$ cat src/rtl/switch_toggle_detect_pkg.sv
// Shared types and constants for the staircase-lamp switch front end.
package switch_pkg;

  // Top-level sequencing: capture initial positions, then track changes.
  typedef enum logic [0:0] {
    ST_INIT = 1'b0,
    ST_RUN  = 1'b1
  } state_t;

  // Default debounce counter width (about 10.5 ms at 100 MHz).
  localparam int DB_BITS_DEF = 20;

  // Width of the wrapping event counter.
  localparam int EVT_W = 8;

  // Widest switch vector the parity helper accepts.
  localparam int PAR_W = 32;

  // XOR parity of a zero-extended level vector.
  function automatic logic f_parity(input logic [PAR_W-1:0] i_vec);
    return ^i_vec;
  endfunction

endpackage

$ cat src/rtl/switch_toggle_detect_debounce.sv
// One switch channel: 2-flop synchronizer, mismatch counter, debounced level.
// Exposes the next debounced level and a single-cycle commit strobe so the
// parent can register its outputs from the same edge as the commit.
module switch_debounce
  import switch_pkg::*;
#(
  parameter int DB_BITS = DB_BITS_DEF
) (
  input  logic clk,
  input  logic rst_n,
  input  logic i_sw,
  input  logic i_en,
  input  logic i_load,
  output logic o_db_nxt,
  output logic o_chg
);

  localparam logic [DB_BITS-1:0] DB_MAX = '1;

  logic               r_meta;
  logic               r_sync;
  logic               r_db;
  logic [DB_BITS-1:0] r_cnt;

  logic               w_db_nxt;
  logic [DB_BITS-1:0] w_cnt_nxt;
  logic               w_chg;

  // Next debounced level and counter: load captures, run qualifies, else hold at 0.
  always_comb begin
    w_db_nxt  = r_db;
    w_cnt_nxt = r_cnt;
    w_chg     = 1'b0;
    if (i_load) begin
      w_db_nxt  = r_sync;
      w_cnt_nxt = '0;
    end else if (i_en) begin
      if (r_sync == r_db) begin
        w_cnt_nxt = '0;
      end else if (r_cnt != DB_MAX) begin
        w_cnt_nxt = r_cnt + DB_BITS'(1);
      end else begin
        w_chg     = 1'b1;
        w_db_nxt  = r_sync;
        w_cnt_nxt = '0;
      end
    end else begin
      w_cnt_nxt = '0;
    end
  end

  // Synchronizer chain plus debounce state registers.
  always_ff @(posedge clk or negedge rst_n) begin
    if (!rst_n) begin
      r_meta <= 1'b0;
      r_sync <= 1'b0;
      r_db   <= 1'b0;
      r_cnt  <= '0;
    end else begin
      r_meta <= i_sw;
      r_sync <= r_meta;
      r_db   <= w_db_nxt;
      r_cnt  <= w_cnt_nxt;
    end
  end

  assign o_db_nxt = w_db_nxt;
  assign o_chg    = w_chg;

endmodule

$ cat src/rtl/switch_toggle_detect.sv
// Switch front end: waits out the synchronizer/debounce window after reset,
// captures initial positions, then reports each debounced change as a
// one-cycle trig with a source mask, an XOR parity level and an event count.
module switch_toggle_detect
  import switch_pkg::*;
#(
  parameter int N_SW    = 3,
  parameter int DB_BITS = DB_BITS_DEF
) (
  input  logic             clk,
  input  logic             rst_n,
  input  logic [N_SW-1:0]  sw,
  output logic             ready,
  output logic             trig,
  output logic [N_SW-1:0]  src,
  output logic             parity,
  output logic [EVT_W-1:0] evt_cnt
);

  // One extra bit so the init counter can reach DB_MAX+2.
  localparam int                INIT_W    = DB_BITS + 1;
  localparam logic [INIT_W-1:0] INIT_DONE = INIT_W'((2 ** DB_BITS) + 1);

  state_t            r_state;
  state_t            w_state_nxt;
  logic [INIT_W-1:0] r_init_cnt;
  logic [INIT_W-1:0] w_init_cnt_nxt;
  logic              w_load;
  logic              w_en;

  logic [N_SW-1:0]   w_db_nxt;
  logic [N_SW-1:0]   w_chg;

  logic              r_ready;
  logic              r_trig;
  logic [N_SW-1:0]   r_src;
  logic              r_parity;
  logic [EVT_W-1:0]  r_evt_cnt;

  genvar g;
  generate
    for (g = 0; g < N_SW; g++) begin : g_sw
      switch_debounce #(
        .DB_BITS (DB_BITS)
      ) u_db (
        .clk      (clk),
        .rst_n    (rst_n),
        .i_sw     (sw[g]),
        .i_en     (w_en),
        .i_load   (w_load),
        .o_db_nxt (w_db_nxt[g]),
        .o_chg    (w_chg[g])
      );
    end
  endgenerate

  // Next-state logic: count out the init window, then enable debouncing.
  always_comb begin
    w_state_nxt    = r_state;
    w_init_cnt_nxt = r_init_cnt;
    w_load         = 1'b0;
    w_en           = 1'b0;
    case (r_state)
      ST_INIT: begin
        w_init_cnt_nxt = r_init_cnt + INIT_W'(1);
        if (r_init_cnt == INIT_DONE) begin
          w_load      = 1'b1;
          w_state_nxt = ST_RUN;
        end else begin
          w_load      = 1'b0;
        end
      end
      ST_RUN: begin
        w_en = 1'b1;
      end
      default: begin
        w_state_nxt = ST_INIT;
      end
    endcase
  end

  // State, init counter and registered outputs from this edge's commits.
  always_ff @(posedge clk or negedge rst_n) begin
    if (!rst_n) begin
      r_state    <= ST_INIT;
      r_init_cnt <= '0;
      r_ready    <= 1'b0;
      r_trig     <= 1'b0;
      r_src      <= '0;
      r_parity   <= 1'b0;
      r_evt_cnt  <= '0;
    end else begin
      r_state    <= w_state_nxt;
      r_init_cnt <= w_init_cnt_nxt;
      r_ready    <= r_ready | w_load;
      r_trig     <= |w_chg;
      r_src      <= w_chg;
      if (w_load || w_en) begin
        r_parity <= f_parity({{(PAR_W-N_SW){1'b0}}, w_db_nxt});
      end else begin
        r_parity <= r_parity;
      end
      r_evt_cnt  <= r_evt_cnt + {{(EVT_W-1){1'b0}}, |w_chg};
    end
  end

  assign ready   = r_ready;
  assign trig    = r_trig;
  assign src     = r_src;
  assign parity  = r_parity;
  assign evt_cnt = r_evt_cnt;

endmodule

$ cat config.mk
export PLATFORM = sky130hd
export DESIGN_NAME = switch_toggle_detect
export DESIGN_NICKNAME = d
export VERILOG_FILES = /design/src/rtl/switch_toggle_detect_pkg.sv /design/src/rtl/switch_toggle_detect_debounce.sv /design/src/rtl/switch_toggle_detect.sv
export SDC_FILE = /design/constraint.sdc
export NUM_CORES = 1
export LEC_CHECK = 0
export CORE_MARGIN = 1
export CORE_UTILIZATION = 48
export CTS_BUF_LIST = sky130_fd_sc_hd__clkbuf_4
export DETAILED_ROUTE_END_ITERATION = 8
export PLACE_DENSITY = 0.67
export SYNTH_ARGS = -nofsm -noshare
export SYNTH_HDL_FRONTEND = slang
export SYNTH_SLANG_ARGS = --single-unit
export TNS_END_PERCENT = 5
$ cat constraint.sdc
create_clock -name clk -period 7 [get_ports clk]
set_input_delay 0.7 -clock clk [delete_from_list [all_inputs] [get_ports clk]]
set_output_delay 0.7 -clock clk [all_outputs]
set_load 0.02 [all_outputs]
* Word level (Yosys, flattened, before mapping) *
Cells that the tools add are included.
Widths: inputs -> output; s select.

word-level totals
  flip-flop bits (word level) = 105

cells by class
  reduce and logical (&&, ||, !) cells = 3
  add/sub/neg operators = 5
  eq/ne operators = 7
  bitwise gates (word level) = 1
  mux-type cells = 40

operators with widths
  operator               count
  $mux 20                12
  $add 20x1->20 const B  3
  $ne 20x20->1 const B   3
  $reduce_xor 32->1      1
  $mux 1                 28
  $add 21x1->21 const B  1
  $eq 21x21->1 const B   1
  $add 8x1->8            1
  $eq 1x1->1             3
  $reduce_or 3->1        1
  $logic_or 1x1->1       1
  $or 1x1->1             1

* Logic depth before layout (Yosys ltp) *
Gate-level depths: netlist of run 1.

  word-level depth = 7
  gate-level depth with buffers = 11

* By module *
A second synthesis of run 1 with hierarchy kept.

unflattened totals
  cell total of the unflattened synthesis = 457
  area, all modules = 4,963.5 um^2

by module, submodules not included
  module                cells an instance  times used  sequential area each (um^2)  area each (um^2)
  switch_debounce       112                3           575.6                        1,131.1
  switch_toggle_detect  121                1           900.9                        1,570.3

* Worst setup path after synthesis of run 1 *
Ideal clock, no wire load.

  kind = register to register
  from = register g_sw[0].u_db.r_cnt[0]
  to = register r_evt_cnt[6], in the netlist evt_cnt[6]
  data arrival time = 2.248 ns
  required time = 6.871 ns
  path slack = 4.623 ns
  cell stages (with the launch flop) = 12
  clock period less this slack = 2.377 ns
  cells stage by stage = dfrtp_1 -> ha_1 -> nand3_1 -> or2_1 -> or3_1 -> nor2_1 -> or3_1 -> ha_1 -> ha_1 -> and3_1 -> nand3_1 -> xnor2_1

between the ends
  longest elaborated chain between the ends = 7

ends and longest elaborated chain
  element                 line                                 RTL
  from (decl)             switch_toggle_detect_debounce.sv:23  logic [DB_BITS-1:0] r_cnt;
  from (signal assigned)  switch_toggle_detect_debounce.sv:63  r_cnt <= w_cnt_nxt;
  $ne 20x20->1            switch_toggle_detect_debounce.sv:40  end else if (r_cnt != DB_MAX) begin
  $mux 1                  switch_toggle_detect_debounce.sv:40
  $mux 1                  switch_toggle_detect_debounce.sv:38  if (r_sync == r_db) begin
  $mux 1                  switch_toggle_detect_debounce.sv:37  end else if (i_en) begin
  $mux 1                  switch_toggle_detect_debounce.sv:34  if (i_load) begin
  via g_sw[0].u_db.o_chg  switch_toggle_detect_debounce.sv:15  output logic o_chg
  $reduce_or 3->1         switch_toggle_detect.sv:103          r_evt_cnt <= r_evt_cnt + {{(EVT_W-1){1'b0}}, |w_chg};
  $add 8x1->8             switch_toggle_detect.sv:103
  to (signal assigned)    switch_toggle_detect.sv:103
  to (decl)               switch_toggle_detect.sv:38           logic [EVT_W-1:0] r_evt_cnt;

The timed path passes the listed nets, and every way through them passes these cells.
A chain may end at the register's enable or synchronous reset.

* Worst setup path in the final report of run 1 *
Ends and elaborated chain as after synthesis.

==> results of run 1 <==
## cells by family after synthesis
logic type / Yosys count / synth area share
AND/OR/NAND/NOR: 214 / 0.2306
AO/OA/AOI/OAI: 8 / 0.01175
adder cells (fa/ha/maj): 7 / 0.01869
buffers and inverters: 12 / 0.009876
multiplexers: 5 / 0.01335
flip-flops: 105 / 0.5606
XOR/XNOR: 83 / 0.1551
## flip-flops by register name (all words and copies together), names as in the netlist, 3 cells and up
| signal | flops |
|---|---|
| g_sw.u_db.r_meta | 3 |
| g_sw.u_db.r_db | 3 |
| g_sw.u_db.r_sync | 3 |
| src | 3 |
| r_init_cnt | 21 |
| evt_cnt | 8 |
| g_sw.u_db.r_cnt | 60 |
## layout by cell type, fill, tap and decap left out, drive strengths merged, types with 3 or more instances in the layout
master and instances:
and2 4, dfrtp 105, ha 7, nand3 36, nor2 79, clkdlybuf4s50 17, nor4 7, xnor2 36
xor2 47, nand2 35, nand4 18, mux2 4, nor2b 3, or3 4, or2 3, o21ai 4
clkbuf 10, nor3 6, inv 10, and4 6, and3 12
## layout make-up
type                       count  area share
inverter                       8    0.005821
timing repair buffer          19     0.03590
sequential                   105      0.5093
multi-input combinational    317      0.3902
clock inverter                 6     0.01285
clock buffer                  10     0.01455
tap                          129     0.03129
## worst max-delay path, cell delays in order (launching register included)
cell and delay (ps):
dfrtp_1 400, ha_1 190, nand3_1 160, or2_1 300
or3_1 370, nor2_1 120, or3_1 150, ha_1 190
ha_1 180, and3_1 200, nand3_1 100, xnor2_1 130
## path summary, 6_finish.rpt
path	endpoint	startpoint	cells past startpoint	slack [ps]
max in group asynchronous	r_init_cnt[16]	rst_n	2	5590
max	evt_cnt[6]	g_sw[0].u_db.r_cnt[0]	11	4400
min	evt_cnt[7]	rst_n	1	110
min reg2reg	g_sw[2].u_db.r_sync	g_sw[2].u_db.r_meta	0	370
min in group clk	g_sw[2].u_db.r_sync	g_sw[2].u_db.r_meta	0	370
max reg2reg	evt_cnt[6]	g_sw[0].u_db.r_cnt[0]	11	4400
## per-stage QoR
step	total power, mW	utilization	cells	hold slack (ps)
global route	0.9752	0.5531	594	95.80
CTS	0.9491	0.5531	594	95.81
floorplan	0.6213	-	434	331.2
global placement	0.6361	0.5379	578	332.7
finish	0.9357	0.5531	594	112.8
detailed placement	0.6362	0.5379	578	334.7
## layer usage
layer	GRT usage	vias up	wire length (µm)
li1	-	1512	-
met2	0.2561	56	3410
met5	0	-	0
met4	0.05909	0	122
met3	0.04716	13	286
met1	0.2447	1488	3837
## power by group
part           leakage [nW]  switching [mW]  internal [mW]
registers              1.44        0.000999          0.609
clock network        0.0711           0.197          0.115
logic                 0.674          0.0117        0.00248
==> impl_metrics.ini, run 1 <==
[run_status]
status = finished, final reports clean

[global_routing]
overflow = 0
grt_first_pass_wirelength_um = 13700
grt_max_degree = 84
first_global_vias = 2918
antenna_found_initial = 0
grtUsageTotal = 0.1724

[timing]
fin_crit_sh = 0.3720
clock.fmax_ghz = 0.3840
setup_viol_count_final = 0
tns_ps = 0
tightest_slew_ps = 1012
period_needed_ps = 2604
finalHoldViolations = 0
slew_headroom = 0.3251
finClkSkew_ps = 19.55
rsz0062_at_grt = no
fin_ws_ps = 4396
slew_viol_final = 0

[clock_tree]
cts.sinks = 105
cts_tree = built
clock_latency_ps = 450
cts-htree-levels = 3
root_buffer = clkbuf_4
ctsHoldBuffers = 0
cts_resized = 0
cts_max_path_buffers = 2
cts_made_buffers = 9
cts_setup_buffers = 0
path_clk_slew_ps = 160

[placed_design]
port_buffers = 18
gp_congestion = 0.8089
postPlaceCellArea_um2 = 5017
hpwl_um = 5277
post-place-ws_ps = 4387

[floorplan]
row_count = 35
die_x_um = 100.8
die_y_um = 100.8
initial_core_util = 0.5025
dieArea_um2 = 10160
io_pins = 19
coreArea_um2 = 9328

[job]
cap_viol_max_count = 0

[yosys]
synth-edff-count = 0
synthFlopType = dfrtp_1
yosys-top-cells-area = dfrtp_1 56%, xor2_1 8.8%, xnor2_1 6.7%
postSynth.asyncResetShare = 1.000
avgSynthCellArea_um2 = 10.80
syn_inst = 434
post-synth-top-count-cell = dfrtp_1
post-synth-top-area-fraction = 0.5606
yosys.cell_types.count = 31
synth_top_cell_by_area = dfrtp_1
ys_warn_count = 0
yosysSeqAreaShare = 0.5606
ys_seq_elements = 105
synth_area_um2 = 4687
syn_nets = 446
ys_top_cells_by_count = 105 x dfrtp_1, 79 x nor2_1, 47 x xor2_1

[detailed_routing]
firstDrtPassIters = 4
num_vias = 3069
wl_per_cell_um = 12.89
vias_per_cell = 5.167
drtAntennaViolNets = 0
routed_wl_um = 7657
route.detailed.drc = 0
drt_iter0_drc = 99

[min_path]
hp-class = in -> async

[cells_and_area]
finalNetCount = 472
layout-drive-gt1-share = 0.06237
num_antenna_cells = 0
stdcell_area_um2 = 5159
multi_input_comb_area_um2 = 2013
areaGrowthSynthToFinish_pct = 10.06
seq_area_um2 = 2628
final.fill_count = 788

[worst_setup_path]
critical_path_required_ps = 7350
critical_path.max_fanout = 4
cp-end-kind = register
startpoint_type = register
worst-endpoint-arrival_ps = 2950
worstSetupPathType = reg -> reg

[power]
p_leak_nw = 2.184
power.density_nw_per_um2 = 181.4
max-vdd-ir-drop_uv = 97.38
Power figures use the tool's default switching activity.
==> inputs of run 2 (changes only) <==
--- a/config.mk
+++ b/config.mk
@@ -9,7 +9,7 @@
 export CORE_UTILIZATION = 48
 export CTS_BUF_LIST = sky130_fd_sc_hd__clkbuf_4
 export DETAILED_ROUTE_END_ITERATION = 8
-export PLACE_DENSITY = 0.67
+export PLACE_DENSITY = 0.7
 export SYNTH_ARGS = -nofsm -noshare
 export SYNTH_HDL_FRONTEND = slang
 export SYNTH_SLANG_ARGS = --single-unit
==> constraint.sdc (replaced) <==
create_clock -name clk -period 2.25 [get_ports clk]
set_input_delay 0.225 -clock clk [delete_from_list [all_inputs] [get_ports clk]]
set_output_delay 0.225 -clock clk [all_outputs]
set_load 0.02 [all_outputs]
==> run 2 against run 1 <==
The run now ends with negative setup slack left. Total power rose to 3.2 times the previous value. Via count up 7.6%. Die area unchanged. Register-to-register slack worse by 4500 ps. Largest cell class unchanged. First-iteration DRC count down 5.1%. Routed wire length up 14%. Clock skew down 4.8 ps. Count of clock-buffer cells in the layout up 1.
==> impl_metrics.ini, run 2 (synthesis results as in run 1) <==
[power]
power_frac_clock = 0.353
pwr-share-comb = 0.017
max-vdd-ir-drop_uv = 285.8
p_sw_frac = 0.2086
total_power_mw = 3.009
p_leak_nw = 2.511
p_sw_mw = 0.6277
seq_power_share = 0.630
power.density_nw_per_um2 = 523.5
power.internal_mw = 2.381

[job]
cap_viol_max_count = 0

[detailed_routing]
routed_wl_um = 8707
route.detailed.drc = 0
firstDrtPassIters = 4
num_vias = 3302
wl_per_cell_um = 13.31
drt_iter0_drc = 94
drtAntennaViolNets = 0
vias_per_cell = 5.049

[timing]
finalHoldViolations = 0
finClkSkew_ps = 14.76
slew_viol_final = 0
fin_crit_sh = 1.025
tightest_slew_ps = 483.7
holdWs_ps = 190.2
rsz0062_at_grt = yes
setup_viol_count_final = 2
fin_ws_ps = -55.99
period_needed_ps = 2306
clock.fmax_ghz = 0.4337
slew_headroom = 0.6751

[floorplan]
dieArea_um2 = 10160
initial_core_util = 0.5025
row_count = 35
io_pins = 19
coreArea_um2 = 9328
die_x_um = 100.8
die_y_um = 100.8

[global_routing]
grtUsageTotal = 0.1956
grt_first_pass_wirelength_um = 15400
antenna_found_initial = 0
first_global_vias = 3383
grt_max_degree = 40
overflow = 0

[cells_and_area]
utilization = 0.6162
final.fill_count = 769
areaGrowthSynthToFinish_pct = 22.64
post_layout_nonfiller_instances = 654
num_antenna_cells = 0
largest_register_ffs = 60
layout-drive-gt1-share = 0.1962
final_cell_mix = 104 x dfrtp_1, 77 x nor2_1, 59 x buf_4, 46 x xor2_1
finalNetCount = 532
top_register = g_sw.u_db.r_cnt
final_common_cell = dfrtp_1

[placed_design]
gp_congestion = 0.8177
port_buffers = 18
hpwl_um = 6206
post-place-cells = 631

[clock_tree]
cts_made_buffers = 9
cts_max_path_buffers = 2
cts.sinks = 105
path_clk_slew_ps = 150
cts-htree-levels = 3
root_buffer = clkbuf_4
cts_tree = built
clock_latency_ps = 450

[min_path]
hp-class = in -> reg

[worst_setup_path]
cp-end-kind = register
critical_path.max_fanout = 3
critical_path_required_ps = 2600
worstSetupPathType = reg -> reg
startpoint_type = register
worst-endpoint-arrival_ps = 2650

[run_status]
violations = negative setup slack
status = finished with violations
[run 2: cell types whose count changed in the layout (fill, tap and decap cells not counted), sizes merged]
cell	before	now
buf	2	61
inv	10	8
bufinv	1	2
clkbuf	10	11
clkinv	1	2
clkinvlp	2	1
dlygate4sd3	0	1
[run 2: power by group through the flow]
stage          Clock [mW]  Combinational [mW]  Sequential [mW]
4_1_cts              1.11              0.0558             1.90
3_3_place_gp            0              0.0532             1.93
5_1_grt              1.17              0.0611             1.90
6_report             1.06              0.0517             1.90
3_5_place_dp            0              0.0541             1.93
2_1_floorplan           0             0.00213             1.93
[run 2: final cells by class]
cell class              instances  area [µm²]  share of cell area
clock buffers                  11       82.58             0.01437
repair buffers                 79       654.4              0.1138
multi-input cells             317        2111              0.3672
flip-flops and latches        105        2629              0.4573
well taps                     129       161.4             0.02808
clock inverters                 5       80.08             0.01393
inverters                       8       30.03            0.005224
[run 2: worst paths after layout]
kind | start | endpoint | slack, ps | cells past startpoint
setup / recovery | g_sw[0].u_db.r_cnt[0] | evt_cnt[6] | -60 | 11
hold / removal | sw[2] | g_sw[2].u_db.r_meta | 190 | 1
setup reg to reg | g_sw[0].u_db.r_cnt[0] | evt_cnt[6] | -60 | 11
hold reg to reg | g_sw[0].u_db.r_meta | g_sw[0].u_db.r_sync | 360 | 0
max in group asynchronous | rst_n | g_sw[0].u_db.r_cnt[16] | 1350 | 3
min in group asynchronous | rst_n | r_init_cnt[0] | 270 | 2
[run 2: routing by layer]
layer	wire length, µm	GRT usage	vias up
met5	0	0	-
met4	136	0.06800	0
met3	229	0.04646	13
met2	4270	0.3251	38
met1	4070	0.2514	1626
li1	-	-	1625
[run 2: through the flow]
stage,worst slack [ps],instance area (µm²),setup TNS (ps)
2_1_floorplan,-21.44,4720,-21.44
3_3_place_gp,-69.50,5460,-145.0
3_5_place_dp,-164.0,5460,-523.3
4_1_cts,-67.59,5714,-149.1
5_1_grt,-188.2,5748,-512.3
6_report,-55.99,5748,-101.7
[run 2: timing repair]
item / CTS / global route
pin swaps: 5 / 3
hold buffers: 1 / 0
endpoints found under the setup margin: 5 / 7
endpoints found under the hold margin: 36 / 0
buffers inserted: 4 / 2
resized for setup: 10 / 4
[run 2: worst max-delay path, stage by stage (launching register included)]
cell,delay (ps)
dfrtp_1,380
ha_2,190
nand3_2,80
or2_4,270
or3_4,350
nor2_4,90
or3_4,140
ha_4,150
ha_4,120
and3_4,190
nand3_2,100
xnor2_2,140
==> inputs of run 3 (changes only) <==
--- a/config.mk
+++ b/config.mk
@@ -5,6 +5,7 @@
 export SDC_FILE = /design/constraint.sdc
 export NUM_CORES = 1
 export LEC_CHECK = 0
+export ABC_AREA = 0
 export CORE_MARGIN = 1
 export CORE_UTILIZATION = 48
 export CTS_BUF_LIST = sky130_fd_sc_hd__clkbuf_4
==> constraint.sdc (replaced) <==
create_clock -name clk -period 2.1 [get_ports clk]
set_input_delay 0.21 -clock clk [delete_from_list [all_inputs] [get_ports clk]]
set_output_delay 0.21 -clock clk [all_outputs]
set_load 0.02 [all_outputs]
==> run 3 against run 2 <==
The run still ends with negative setup slack left. Design area increased by 4.0%. Die area unchanged. Total power increased by 0.25%. Critical path depth decreased by 2. Flip-flop and latch count unchanged. Non-clock buffer count increased by 34. Via count increased by 2.9%. Largest cell class unchanged.
==> impl_metrics.ini, run 3 (synthesis results as in run 1) <==
[timing]
fin_ws_ps = -151.7
slew_viol_final = 0
finClkSkew_ps = 27.43
rsz0062_at_grt = yes
slew_headroom = 0.6376
finalHoldViolations = 0
period_needed_ps = 2252
tightest_slew_ps = 543.7
setup_viol_count_final = 4
clock.fmax_ghz = 0.4441
fin_crit_sh = 1.072
tns_ps = -325.0

[cells_and_area]
top_register = g_sw.u_db.r_cnt
num_antenna_cells = 0
final_cell_mix = 104 x dfrtp_1, 92 x buf_4, 76 x nor2_1, 46 x xor2_1, 36 x xnor2_1
areaGrowthSynthToFinish_pct = 27.50
finalNetCount = 566
final_common_cell = dfrtp_1
layout-drive-gt1-share = 0.2504
largest_register_ffs = 60

[placed_design]
post-place-ws_ps = -221.6
gp_congestion = 0.7610
hpwl_um = 6236
port_buffers = 18

[global_routing]
grt_first_pass_wirelength_um = 15530
first_global_vias = 3483
grt_use_met2 = 0.3135
grtUsageMet1 = 0.2624
grt-busiest-layer = met2
overflow = 0
grt_max_degree = 106
met3_usage = 0.05270
antenna_found_initial = 0
grtUsageTotal = 0.1954

[detailed_routing]
num_vias = 3398
vias_per_cell = 4.939
routed_wl_um = 8969
drt_iter0_drc = 144
route.detailed.drc = 0
firstDrtPassIters = 6
drtAntennaViolNets = 0
wl_per_cell_um = 13.04

[worst_setup_path]
cp-end-kind = register
critical_path_required_ps = 2450
worst-endpoint-arrival_ps = 2600
startpoint_type = register
critical_path.max_fanout = 2
worstSetupPathType = reg -> reg

[power]
p_sw_frac = 0.2294
total_power_mw = 3.017
power.density_nw_per_um2 = 504.8
power.internal_mw = 2.325
power_frac_clock = 0.309
p_sw_mw = 0.6921
pwr-share-comb = 0.017
max-vdd-ir-drop_uv = 301.8
seq_power_share = 0.674
p_leak_nw = 2.652

[clock_tree]
clock_latency_ps = 450
path_clk_slew_ps = 150
cts_max_path_buffers = 2
cts_tree = built
cts.sinks = 105
cts_setup_buffers = 0
root_buffer = clkbuf_4
cts-htree-levels = 3
cts_made_buffers = 9

[floorplan]
io_pins = 19
coreArea_um2 = 9328
die_y_um = 100.8
dieArea_um2 = 10160
row_count = 35
initial_core_util = 0.5025
die_x_um = 100.8

[run_status]
violations = negative setup slack
status = finished with violations

[min_path]
hp-class = in -> reg

[job]
cap_viol_max_count = 0
[run 3: worst max-delay path: stages, from the launching register on]
cell	delay [ps]
dfrtp_1	420
inv_1	100
ha_1	140
nor2b_1	200
nand4_1	260
o32ai_4	170
mux2_4	340
xor2_2	150
xor2_1	140
mux2_4	250
[run 3: path summary, 6_finish.rpt]
path | from | endpoint | slack, ps | cells after the start
setup reg to reg | r_init_cnt[1] | parity | -150 | 9
setup / recovery | r_init_cnt[1] | parity | -150 | 9
hold reg to reg | g_sw[0].u_db.r_meta | g_sw[0].u_db.r_sync | 370 | 0
hold / removal | sw[0] | g_sw[0].u_db.r_meta | 180 | 1
min in group asynchronous | rst_n | g_sw[0].u_db.r_cnt[5] | 360 | 3
max in group asynchronous | rst_n | r_state | 1320 | 3
[run 3: metrics by stage]
stage,std cells,util,instance area [µm²],hold slack [ps]
finish,688,0.6406,5976,182.3
global route,688,0.6406,5976,146.6
CTS,688,0.6397,5967,164.0
detailed placement,671,0.6189,5773,324.6
global placement,671,0.6189,5773,322.1
floorplan,434,-,4720,-85.59
[run 3: area by class of cell]
class	instances	area, µm²
clock buffers	12	90.09
fillers	728	3352
well taps	129	161.4
inverters	8	30.03
multi-input cells	317	2113
flip-flops and latches	105	2629
repair buffers	113	922.1
clock inverters	4	30.03
[run 3: what timing repair did]
action / in CTS / in global routing
endpoints found under the hold margin: 105 / 0
hold buffers: 1 / 0
gates resized for setup: 12 / 4
gates cloned: 0 / 0
endpoints found under the setup margin: 6 / 13
pin swaps: 7 / 3
[run 3: layer usage]
layer	wire length (µm)	vias to the layer above
met4	71	0
met1	4445	1660
li1	-	1693
met5	0	-
met2	4203	39
met3	249	6
[run 3: power by group through the flow]
stage,Combinational [mW],Clock (mW),Sequential [mW]
final,0.0526,0.932,2.03
after global routing,0.0617,1.04,2.03
after CTS,0.0558,0.954,2.03
after detailed placement,0.0541,0,2.07
after global placement,0.0536,0,2.07
after floorplan,0.00229,0,2.07
